==> src/rtl/btb_update_sched.sv <==
// rtl/btb_update_sched.sv - BTB write-port scheduler: update FIFO drain and invalidation sweep (optional BTB_UPD_COALESCE_EN)
module btb_update_sched #(
    parameter int NUM_BTB_ENTRIES = 8,
    parameter int FIFO_DEPTH      = 4,
    localparam int LOG2_BTB       = $clog2(NUM_BTB_ENTRIES),
    localparam int TAG_W          = 30 - LOG2_BTB,
    localparam int CNT_W          = $clog2(FIFO_DEPTH) + 1
) (
    input  logic                clk,
    input  logic                reset_ni,
    input  logic                upd_valid_i,
    output logic                upd_ready_o,
    input  logic [31:0]         upd_pc_i,
    input  logic [31:0]         upd_target_i,
    input  logic                upd_j_i,
    input  logic                upd_b_i,
    input  logic                flush_req_i,
    input  logic                wr_hold_i,
    output logic                wr_en_o,
    output logic [LOG2_BTB-1:0] wr_index_o,
    output logic [TAG_W-1:0]    wr_tag_o,
    output logic [31:0]         wr_target_o,
    output logic                wr_j_o,
    output logic                wr_b_o,
    output logic                flush_busy_o,
    output logic [CNT_W-1:0]    occupancy_o
);

    localparam int PTR_W = $clog2(FIFO_DEPTH);
    localparam logic [LOG2_BTB-1:0] LAST_IDX = LOG2_BTB'(NUM_BTB_ENTRIES - 1);

    typedef enum logic [1:0] {
        IDLE  = 2'd0,
        DRAIN = 2'd1,
        FLUSH = 2'd2
    } state_e;

    state_e state_q, state_d;

    // Word-aligned PC only; the byte offset never reaches the BTB.
    logic [29:0] pc_mem_q     [FIFO_DEPTH];
    logic [31:0] target_mem_q [FIFO_DEPTH];
    logic        j_mem_q      [FIFO_DEPTH];
    logic        b_mem_q      [FIFO_DEPTH];

    logic [PTR_W-1:0]    rd_ptr_q, rd_ptr_d;
    logic [PTR_W-1:0]    wr_ptr_q, wr_ptr_d;
    logic [CNT_W-1:0]    count_q, count_d;
    logic [LOG2_BTB-1:0] flush_cnt_q, flush_cnt_d;

    logic             full;
    logic             empty;
    logic             pop;
    logic             accept;
    logic             keep;
    logic             coalesce;
    logic             push_new;
    logic             flush_start;
    logic             ready_room;
    logic [PTR_W-1:0] wr_addr;
    logic             unused_pc_lsbs;

    assign unused_pc_lsbs = ^upd_pc_i[1:0];

    assign full        = (count_q == CNT_W'(FIFO_DEPTH));
    assign empty       = (count_q == '0);
    assign pop         = (state_q == DRAIN) && !wr_hold_i;
    assign flush_start = flush_req_i && (state_q != FLUSH);

`ifdef BTB_UPD_COALESCE_EN
    logic [PTR_W-1:0] tail_ptr;
    logic             tail_match;

    assign tail_ptr   = wr_ptr_q - PTR_W'(1);
    assign tail_match = !empty &&
                        (pc_mem_q[tail_ptr][LOG2_BTB-1:0] == upd_pc_i[LOG2_BTB+1:2]);
    // A lone entry leaving this cycle cannot be rewritten, so the update takes a fresh slot.
    assign coalesce   = keep && tail_match && !(pop && (count_q == CNT_W'(1)));
    assign ready_room = !full || tail_match;
    assign wr_addr    = coalesce ? tail_ptr : wr_ptr_q;
`else
    assign coalesce   = 1'b0;
    assign ready_room = !full;
    assign wr_addr    = wr_ptr_q;
`endif

    assign upd_ready_o = ready_room && (state_q != FLUSH) && !flush_req_i;
    assign accept      = upd_valid_i && upd_ready_o;
    // Neither jump nor branch: handshake completes but nothing is stored.
    assign keep        = accept && (upd_j_i || upd_b_i);
    assign push_new    = keep && !coalesce;

    assign occupancy_o = count_q;

    // State register.
    always_ff @(posedge clk) begin
        if (!reset_ni) begin
            state_q <= IDLE;
        end else begin
            state_q <= state_d;
        end
    end

    // Next-state logic; DRAIN simply mirrors a non-empty queue outside a sweep.
    always_comb begin
        state_d = state_q;
        case (state_q)
            FLUSH: begin
                if (!wr_hold_i && (flush_cnt_q == LAST_IDX)) begin
                    state_d = IDLE;
                end
            end
            default: begin
                if (flush_req_i) begin
                    state_d = FLUSH;
                end else if (count_d != '0) begin
                    state_d = DRAIN;
                end else begin
                    state_d = IDLE;
                end
            end
        endcase
    end

    // Output logic: write port driven purely from registered state.
    always_comb begin
        wr_en_o      = 1'b0;
        wr_index_o   = '0;
        wr_tag_o     = '0;
        wr_target_o  = '0;
        wr_j_o       = 1'b0;
        wr_b_o       = 1'b0;
        flush_busy_o = 1'b0;
        case (state_q)
            DRAIN: begin
                wr_en_o     = !wr_hold_i;
                wr_index_o  = pc_mem_q[rd_ptr_q][LOG2_BTB-1:0];
                wr_tag_o    = pc_mem_q[rd_ptr_q][29:LOG2_BTB];
                wr_target_o = target_mem_q[rd_ptr_q];
                wr_j_o      = j_mem_q[rd_ptr_q];
                wr_b_o      = b_mem_q[rd_ptr_q];
            end
            FLUSH: begin
                flush_busy_o = 1'b1;
                wr_en_o      = !wr_hold_i;
                wr_index_o   = flush_cnt_q;
            end
            default: begin
            end
        endcase
    end

    // Queue pointer and occupancy bookkeeping; a starting sweep discards everything queued.
    always_comb begin
        rd_ptr_d = rd_ptr_q;
        wr_ptr_d = wr_ptr_q;
        count_d  = count_q;
        if (flush_start) begin
            rd_ptr_d = '0;
            wr_ptr_d = '0;
            count_d  = '0;
        end else begin
            if (pop) begin
                rd_ptr_d = rd_ptr_q + PTR_W'(1);
            end
            if (push_new) begin
                wr_ptr_d = wr_ptr_q + PTR_W'(1);
            end
            count_d = count_q + CNT_W'(push_new) - CNT_W'(pop);
        end
    end

    // Sweep index advances only on cycles the write port actually fires.
    always_comb begin
        flush_cnt_d = flush_cnt_q;
        if (flush_start) begin
            flush_cnt_d = '0;
        end else if ((state_q == FLUSH) && !wr_hold_i) begin
            flush_cnt_d = (flush_cnt_q == LAST_IDX) ? '0 : flush_cnt_q + LOG2_BTB'(1);
        end
    end

    // Control registers.
    always_ff @(posedge clk) begin
        if (!reset_ni) begin
            rd_ptr_q    <= '0;
            wr_ptr_q    <= '0;
            count_q     <= '0;
            flush_cnt_q <= '0;
        end else begin
            rd_ptr_q    <= rd_ptr_d;
            wr_ptr_q    <= wr_ptr_d;
            count_q     <= count_d;
            flush_cnt_q <= flush_cnt_d;
        end
    end

    // Queue storage; contents are only observed while the count says they are valid.
    always_ff @(posedge clk) begin
        if (keep) begin
            pc_mem_q[wr_addr]     <= upd_pc_i[31:2];
            target_mem_q[wr_addr] <= upd_target_i;
            j_mem_q[wr_addr]      <= upd_j_i;
            b_mem_q[wr_addr]      <= upd_b_i;
        end
    end

endmodule

==> config.mk <==
export PLATFORM = sky130hd
export DESIGN_NAME = btb_update_sched
export DESIGN_NICKNAME = d
export VERILOG_FILES = /design/src/rtl/btb_update_sched.sv
export SDC_FILE = /design/constraint.sdc
export NUM_CORES = 1
export LEC_CHECK = 0
export ABC_AREA = 1
export CAP_MARGIN = 20
export CORE_MARGIN = 10
export CORE_UTILIZATION = 31
export DETAILED_ROUTE_END_ITERATION = 12
export GPL_TIMING_DRIVEN = 0
export PLACE_DENSITY = 0.6
export SLEW_MARGIN = 20
export SYNTH_ARGS = -nofsm -noshare
export SYNTH_HDL_FRONTEND = slang
export SYNTH_SLANG_ARGS = --single-unit
==> constraint.sdc <==
create_clock -name clk -period 4.8 [get_ports clk]
set_input_delay 0.96 -clock clk [delete_from_list [all_inputs] [get_ports clk]]
set_output_delay 0.96 -clock clk [all_outputs]
set_load 0.005 [all_outputs]
* Yosys cells after proc, flatten, opt, wreduce, memory -nomap -nowiden
Memories as Yosys holds them, arrays and structs flattened. A register that Yosys moved wholly into a read port is not among the register bits.
Cells that the tools add are included.
** Cells by class
- Add/sub/neg operators :: 5
- $mul :: 0
- Divide/modulo/power cells :: 0
- Order comparisons :: 0
- Eq/ne operators :: 6
- Shifts and indexed selects :: 0
- Muxes and demuxes :: 23
- Bitwise logic cells :: 1
- Reduce and logical (&&, ||, !) cells :: 15
** Operators by type and width (count)
- 2-to-1 mux 32 bit :: 1
- 2-to-1 mux 27 bit :: 1
- 2-to-1 mux 2 bit :: 11
- logical AND 1 bit :: 8
- 2-to-1 mux 1 bit :: 7
- == test 3 bit (second input constant) :: 2
- 2-to-1 mux 3 bit :: 2
- case mux 3 bit (2 select lines) :: 1
- adder 2 x 1 -> 2 bit (second input constant) :: 2
- inequality test 2 bit (second input constant) :: 2
- OR reduction 2 bit :: 2
- adder 3 x 1 -> 3 bit :: 1
- adder 3 x 1 -> 3 bit (second input constant) :: 1
- logical NOT 1 bit :: 3
- nonzero test 3 bit :: 1
- subtractor 3 x 1 -> 3 bit :: 1
- == test 2 x 1 -> 1 bit (second input constant) :: 1
- == test 2 bit (second input constant) :: 1
- logical OR 1 bit :: 1
- inverter 1 bit :: 1
** Storage, ports and cells
- Register bits :: 12
- Bits in latches :: 0
- Bits in writable memories :: 256
- Memory bits (read-only) :: 0
- Output and inout bits :: 70
- Word-level logic and storage cells :: 59
- Memories :: 4
** Memories
- target_mem_q :: depth 4, width 32, rd ports 1, clocked after memory_dff 1, wr ports 1, RTL line 42 : logic [31:0] target_mem_q [FIFO_DEPTH];
- pc_mem_q :: depth 4, width 30, rd ports 1, clocked after memory_dff 1, wr ports 1, RTL line 41 : logic [29:0] pc_mem_q [FIFO_DEPTH];
- b_mem_q :: depth 4, width 1, rd ports 1, clocked after memory_dff 1, wr ports 1, RTL line 44 : logic b_mem_q [FIFO_DEPTH];
- j_mem_q :: depth 4, width 1, rd ports 1, clocked after memory_dff 1, wr ports 1, RTL line 43 : logic j_mem_q [FIFO_DEPTH];

* Logic depth before layout (Yosys ltp)
Gate-level depths: netlist of run 1.
- Depth after elaboration :: 13
- Depth in mapped cells :: 14
- Depth with buffers taken out :: 14

* Worst setup path before layout of run 1
Ideal clock, no wire load.
- Path type :: in2reg
- Start :: in flush_req_i
- End :: mem b_mem_q[0], enable pin
- Arrival time :: 4.002 ns
- Data required time :: 4.313 ns
- Slack :: 0.312 ns
- Stages :: 3
- Buffers on the path :: 0
- Cell sequence :: nor2_1 -> nand3_1 -> nor2_1
** On the way
- Cells in the longest elaborated chain, start to end :: 6
** Ends and longest elaborated chain
- start, declared :: RTL line 17 : input logic flush_req_i,
- logical NOT 1 bit :: RTL line 87 : assign upd_ready_o = ready_room && (state_q != FLUSH) && !flush_req_i;
- logical AND 1 bit :: RTL line 87
- logical AND 1 bit :: RTL line 88 : assign accept = upd_valid_i && upd_ready_o;
- logical AND 1 bit :: RTL line 90 : assign keep = accept && (upd_j_i || upd_b_i);
- 2-to-1 mux 1 bit :: RTL line 200 : if (keep) begin
- 2-to-1 mux 1 bit (not written as such) :: RTL line 204 : b_mem_q[wr_addr] <= upd_b_i;
- end, declared :: RTL line 44
Every way passes these cells.

* Worst setup path after layout of run 1
- Start :: reg state_q[1]
- End :: out wr_target_o[31]
** On the way
- Cells in the longest elaborated chain, start to end :: 2
** Ends and longest elaborated chain
- start, declared :: RTL line 38 : state_e state_q, state_d;
- start signal, assigned :: RTL line 100 : state_q <= state_d;
- == test 2 x 1 -> 1 bit :: RTL line 134 : case (state_q)
- 2-to-1 mux 32 bit :: RTL line 134
- end, declared :: RTL line 22 : output logic [31:0] wr_target_o,
Every way passes these cells.

==> results of run 1 <==
-- cells by family after synthesis --
family	after synthesis	share of synthesized area, %
AO/OA/AOI/OAI	206	9.69
XOR/XNOR	1	0.0819
adder cells (fa/ha/maj)	11	1.36
buffers and inverters	74	3.67
flip-flops	270	74.5
AND/OR/NAND/NOR	302	10.7
-- layout make-up --
| cell class | instances | area (um^2) | share of cell area (%) |
|---|---|---|---|
| plain buffers | 47 | 292 | 2.08 |
| well taps | 448 | 561 | 4.00 |
| clock inverters | 20 | 273 | 1.95 |
| repair buffers | 150 | 1670 | 11.9 |
| clock buffers | 34 | 787 | 5.61 |
| flip-flops and latches | 270 | 7970 | 56.8 |
| inverters | 27 | 101 | 0.723 |
| multi-input cells | 520 | 2370 | 16.9 |
-- synthesized netlist by cell type (3+ instances only) --
cell / number / share of area [%]
nor2_1: 262 / 9.2
buf_4: 4 / 0.28
clkbuf_1: 18 / 0.63
inv_2: 3 / 0.11
buf_6: 12 / 1.3
ha_1: 10 / 1.2
edfxtp_1: 256 / 72
o21ai_0: 126 / 5.9
o21ai_1: 7 / 0.33
a21oi_1: 72 / 3.4
nand3_1: 5 / 0.23
inv_1: 24 / 0.84
buf_2: 8 / 0.37
dfxtp_1: 14 / 2.6
buf_1: 5 / 0.18
nand2_1: 33 / 1.2
-- sequential cells by signal (all words and copies together), names as in the netlist, named ones only --
name	cells
target_mem_q	128
rd_ptr_q	2
b_mem_q	4
j_mem_q	4
flush_cnt_q	3
occupancy_o	3
pc_mem_q	120
state_q	2
wr_addr	2
-- cell usage in the layout, fill, tap and decap left out, drive strengths merged, types with 11 or more instances in the layout --
| master | count |
|---|---|
| edfxtp | 256 |
| o21ai | 133 |
| buf | 41 |
| clkdlybuf4s50 | 138 |
| clkbuf | 52 |
| clkinv | 11 |
| inv | 27 |
| a21oi | 72 |
| dfxtp | 14 |
| nor2 | 263 |
| nand2 | 33 |
-- layer usage --
| layer | vias up | routed length [um] |
|---|---|---|
| li1 | 3403 | - |
| met1 | 3332 | 11800 |
| met2 | 208 | 13000 |
| met3 | 50 | 1750 |
| met4 | 4 | 683 |
| met5 | - | 25 |
-- worst register-to-register path: stages (launching register included) --
cell	delay [ns]
dfxtp_1	0.35
inv_1	0.05
ha_1	0.29
nor2_1	0.23
nand3_1	0.42
inv_1	0.25
ha_1	0.17
inv_1	0.04
fa_1	0.50
inv_1	0.04
o21ai_0	0.14
nand3_1	0.09
nand2_1	0.07
a21oi_1	0.06
-- worst paths after layout --
path	startpoint	to	slack (ns)
max	state_q[1]$_SDFFE_PN0P_	wr_target_o[31]	1.22
min	state_q[1]$_SDFFE_PN0P_	state_q[1]$_SDFFE_PN0P_	0.49
max reg2reg	state_q[0]$_SDFFE_PN0P_	state_q[0]$_SDFFE_PN0P_	2.00
min reg2reg	state_q[1]$_SDFFE_PN0P_	state_q[1]$_SDFFE_PN0P_	0.49
-- power breakdown --
group	leakage (nW)	internal (mW)	total (mW)	switching (mW)
clock	0.514	1.54	2.43	0.895
combinational	1.83	0.119	0.250	0.131
sequential	2.43	2.62	2.63	0.00940
total	4.77	4.27	5.31	1.04
==> reports/qor.csv, run 1 <==
metric,value,unit
hold_viol_final,0,
drv_slew,0,
total_power,5.31,mW
ys_seq_area_share,74.5,%
ys_seq_elements,270,
power_density,379,mW/mm^2
status,"finished, final reports clean",
fin_crit_sh,74.6,%
diodes,0,
cp.required,3.84,ns
grt_max_degree,23,
min_period,3.58,ns
die_w,206,um
grt_usage,12.6,%
design_area,0.0140,mm^2
final_util,41.5,%
ant_nets,0,
cts_made_buffers,30,
syn_nets,946,
peakVddDrop,0.297,mV
worst_pin_slew,0.724,ns
critPathTopFamily,buffers and inverters,
postCtsHoldBufs,0,
fin_ws,1.22,ns
crit_type,flip-flop to output pin,
critPathArrivalTime,2.62,ns
leakage,4.77,nW
hold_slack,0.490,ns
postCtsSetupRepairBufs,0,
antenna_found_initial,2,
use_met1,15.9,%
wl_per_cell,18.0,um
ios,141,
nets,1128,
ys.flop_type,edfxtp_1,
clk_latency,0.54,ns
grt-ovfl-total,0,
r2r_cells,13,
rsz0062_at_grt,no,
cp-end-kind,output pin,
cts_root_buffer,clkbuf_16,
vias,6997,
stdcell_count,1516,
cp-start-kind,flip-flop,
dp_hpwl,17800,um
row_count,67,
syn_inst,864,
critPathSlowestCell,clkdlybuf4s50_1,
dieArea,0.0423,mm^2
layout-drive-gt1-share,8.33,%
path_clk_slew,0.06,ns
worstSetupPathDepth,6,
fin_worst_skew,0.00544,ns
cap_viol_max_count,0,
yosys_warnings,0,
dpl.cell_count,1462,
grt_pass1_vias,7139,
holdCritPathClass,flip-flop to flip-flop,
drt_iter0_drc,325,
finalSetupViolCount,0,
htreeDepth,1,
core-area,0.0338,mm^2
grt_busiest_layer,met2,
clock_path_buffers,3,
synth.distinct_cells,21,
fillers,3109,
syn_to_final_growth,31.1,%
cts_resized,0,
crit_chain,"inv_1, ha_1, inv_2, clkbuf_1, a21oi_1, clkdlybuf4s50_1",
ys_async_sr_fraction,0,%
drc,0,
grt_pass1_wl,41500,um
cts_tree,yes,
syn_avg_cell_area,12.4,um^2
die_h,206,um
synth_edf_count,256,
routed_wl,27300,um
clock-sinks,270,
timing.fmax,279,MHz
cpPeakStageDelay,0.56,ns
dp_slack,1.26,ns
port_buffers,138,
placed_area,0.0130,mm^2
start_util,31.7,%
gr-usage-met3,2.63,%
cp_num_buf_inv,4,
gp_congestion,0.727,
min_path_cells,2,
drt_first_pass_iters,5,
slew_headroom,51.6,%
syn-cell-area,0.0107,mm^2
crit_fanout,10,
viasPerCell,4.62,
tns,0,ns
grt_util_met2,21.6,%
No activity file was read; power rests on OpenSTA's default activity.
==> inputs of run 2 (changes only) <==
==> constraint.sdc (replaced) <==
create_clock -name clk -period 3.3 [get_ports clk]
set_input_delay 0.66 -clock clk [delete_from_list [all_inputs] [get_ports clk]]
set_output_delay 0.66 -clock clk [all_outputs]
set_load 0.005 [all_outputs]
==> reports/qor.csv, run 2 (synthesized netlist as in run 1, its figures left out) <==
metric,value,unit,change
p_int,6.22,mW,was 4.27 mW
clockPowerShare,45.8,%,about the same
largest_reg_flops,128,,unchanged
viasPerCell,4.61,,was 4.62
cp_num_buf_inv,3,,was 4
r2r_start,state_q[0]$_SDFFE_PN0P_,,unchanged
postCtsSetupRepairBufs,0,,unchanged
final_common_cell,nor2_1,,unchanged
htreeDepth,1,,unchanged
drc,0,,unchanged
dp_hpwl,17800,um,unchanged
die_h,206,um,unchanged
cts_tree,yes,,unchanged
cp-start-kind,flip-flop,,unchanged
critPathTopFamily,buffers and inverters,,unchanged
row_count,67,,unchanged
hold_slack,0.488,ns,was 0.490 ns
rrSetupSlack,0.52,ns,was 2.00 ns
grt_pass1_wl,41500,um,unchanged
p_sw_share,19.5,%,about the same
most-common-layout-cells,"258 x nor2_1, 256 x edfxtp_1, 138 x clkdlybuf4s50_1, 125 x o21ai_0, 72 x a21oi_1",,"was 258 x nor2_1, 256 x edfxtp_1, 138 x clkdlybuf4s50_1, 126 x o21ai_0, 72 x a21oi_1"
rsz0062_at_grt,no,,unchanged
largest_registers,"target_mem_q x128, pc_mem_q x120",,unchanged
finalSetupViolCount,0,,unchanged
cts_root_buffer,clkbuf_16,,unchanged
peakVddDrop,0.434,mV,was 0.297 mV
fillers,3107,,was 3109
grt_pass1_vias,7140,,was 7139
crit_type,flip-flop to output pin,,unchanged
critPathSlowestCell,clkdlybuf4s50_1,,unchanged
slew_headroom,52.2,%,was 51.6%
power_density,550,mW/mm^2,was 379 mW/mm^2
status,"finished, final reports clean",,unchanged
crit_chain,"inv_2, buf_1, nor2_1, o21ai_0, a21oi_1, clkdlybuf4s50_1",,"was inv_1, ha_1, inv_2, clkbuf_1, a21oi_1, clkdlybuf4s50_1"
die_w,206,um,unchanged
holdCritPathClass,flip-flop to flip-flop,,unchanged
antenna_found_initial,2,,unchanged
drt_iter0_drc,337,,was 325
critPathArrivalTime,2.43,ns,was 2.62 ns
path_clk_slew,0.06,ns,about the same
cp.required,2.64,ns,was 3.84 ns
core-area,0.0338,mm^2,unchanged
gp_congestion,0.727,,unchanged
hold_viol_final,0,,unchanged
clock-sinks,270,,unchanged
top_register,target_mem_q,,unchanged
r2r_cells,13,,unchanged
clk_latency,0.55,ns,was 0.54 ns
stdcell_count,1516,,unchanged
crit_end,wr_target_o[31],,unchanged
routed_wl,27300,um,about the same
nets,1127,,was 1128
vias,6983,,was 6997
grt_usage,12.6,%,about the same
cap_viol_max_count,0,,unchanged
worstSetupPathDepth,6,,unchanged
port_buffers,138,,unchanged
fin_crit_sh,93.8,%,
start_util,31.7,%,unchanged
multi_input_area,0.00237,mm^2,unchanged
combPwrFrac,4.7,%,about the same
layout-drive-gt1-share,9.84,%,was 8.33%
p_sw,1.50,mW,was 1.04 mW
ant_nets,0,,unchanged
grt_max_degree,23,,unchanged
fin_worst_skew,0.00459,ns,was 0.00544 ns
min_period,3.09,ns,
dpl.cell_count,1462,,unchanged
cp-end-kind,output pin,,unchanged
cts_made_buffers,30,,unchanged
worst_pin_slew,0.716,ns,was 0.724 ns
seq_power_share,49.5,%,about the same
drv_slew,0,,unchanged
dieArea,0.0423,mm^2,unchanged
cpPeakStageDelay,0.54,ns,was 0.56 ns
grt-ovfl-total,0,,unchanged
wl_per_cell,18.0,um,about the same
drt_first_pass_iters,5,,unchanged
timing.fmax,323,MHz,
seq_area,0.00797,mm^2,unchanged
ios,141,,unchanged
leakage,4.81,nW,was 4.77 nW
syn_to_final_growth,31.3,%,was 31.1%
clock_path_buffers,3,,unchanged
r2r-end,state_q[0]$_SDFFE_PN0P_,,unchanged
crit_fanout,10,,unchanged
-- run 2: cell count changes in the layout (fill, tap and decap cells not counted), sizes merged --
| cell | delta |
|---|---|
| diode | +1 |
| clkbuf | -1 |
-- run 2: area by class of cell --
| class | instances | area share (%) |
|---|---|---|
| inverters | 27 | 0.722 |
| repair buffers | 150 | 11.9 |
| clock inverters | 20 | 1.94 |
| flip-flops and latches | 270 | 56.8 |
| well taps | 448 | 3.99 |
| clock buffers | 34 | 5.61 |
| plain buffers | 46 | 2.19 |
| multi-input cells | 520 | 16.9 |
| diodes | 1 | 0.0178 |
-- run 2: power by group through the flow --
stage | clock network, mW | logic [mW] | registers [mW]
floorplan | 0 | 0.128 | 3.89
global placement | 0 | 0.343 | 3.90
detailed placement | 0 | 0.369 | 3.89
CTS | 3.63 | 0.372 | 3.82
finish | 3.54 | 0.365 | 3.82
global route | 3.78 | 0.404 | 3.82
-- run 2: tightest hold or removal path, stage by stage, from the launching register on --
cell and delay, ns:
dfxtp_1 0.32, nand2_1 0.07, a21oi_1 0.06
-- run 2: layer usage --
| layer | global-route usage (%) | share of wire, % |
|---|---|---|
| met5 | 0 | 0.092 |
| met4 | 3.36 | 2.5 |
| met3 | 2.63 | 6.1 |
| met2 | 21.6 | 48 |
| met1 | 15.9 | 43 |
-- run 2: worst min path at each step --
stage                                   from                  endpoint  slack [ns]  cells past startpoint
finish               state_q[0]$_SDFFE_PN0P_   state_q[0]$_SDFFE_PN0P_        0.49                      2
global route         state_q[1]$_SDFFE_PN0P_   state_q[1]$_SDFFE_PN0P_        0.50                      2
CTS                  state_q[0]$_SDFFE_PN0P_   state_q[0]$_SDFFE_PN0P_        0.49                      2
detailed placement   state_q[0]$_SDFFE_PN0P_   state_q[0]$_SDFFE_PN0P_        0.48                      2
global placement    rd_ptr_q[0]$_SDFFE_PP0P_  rd_ptr_q[0]$_SDFFE_PP0P_        0.46                      1
floorplan           rd_ptr_q[0]$_SDFFE_PP0P_                 flip-flop        0.44                      1
-- run 2: through the flow --
step	setup slack, ns	utilization (%)	setup TNS, ns	instance area (um^2)	power [mW]
CTS	0.00133	41.5	0	14000	7.82
detailed placement	0.0619	38.4	0	13000	4.26
global route	0.0560	41.6	0	14000	8.00
finish	0.205	41.6	0	14000	7.72
global placement	-4.06	37.4	-1014.28	12600	4.24
floorplan	-0.900	-	-230.53	10700	4.02
-- run 2: what timing repair did --
action                                 4_1_cts  5_1_grt
hold buffers                                 0        0
resized for setup                            4       25
setup endpoints to repair                    7       54
gates cloned                                 0        0
endpoints found under the hold margin        0        0
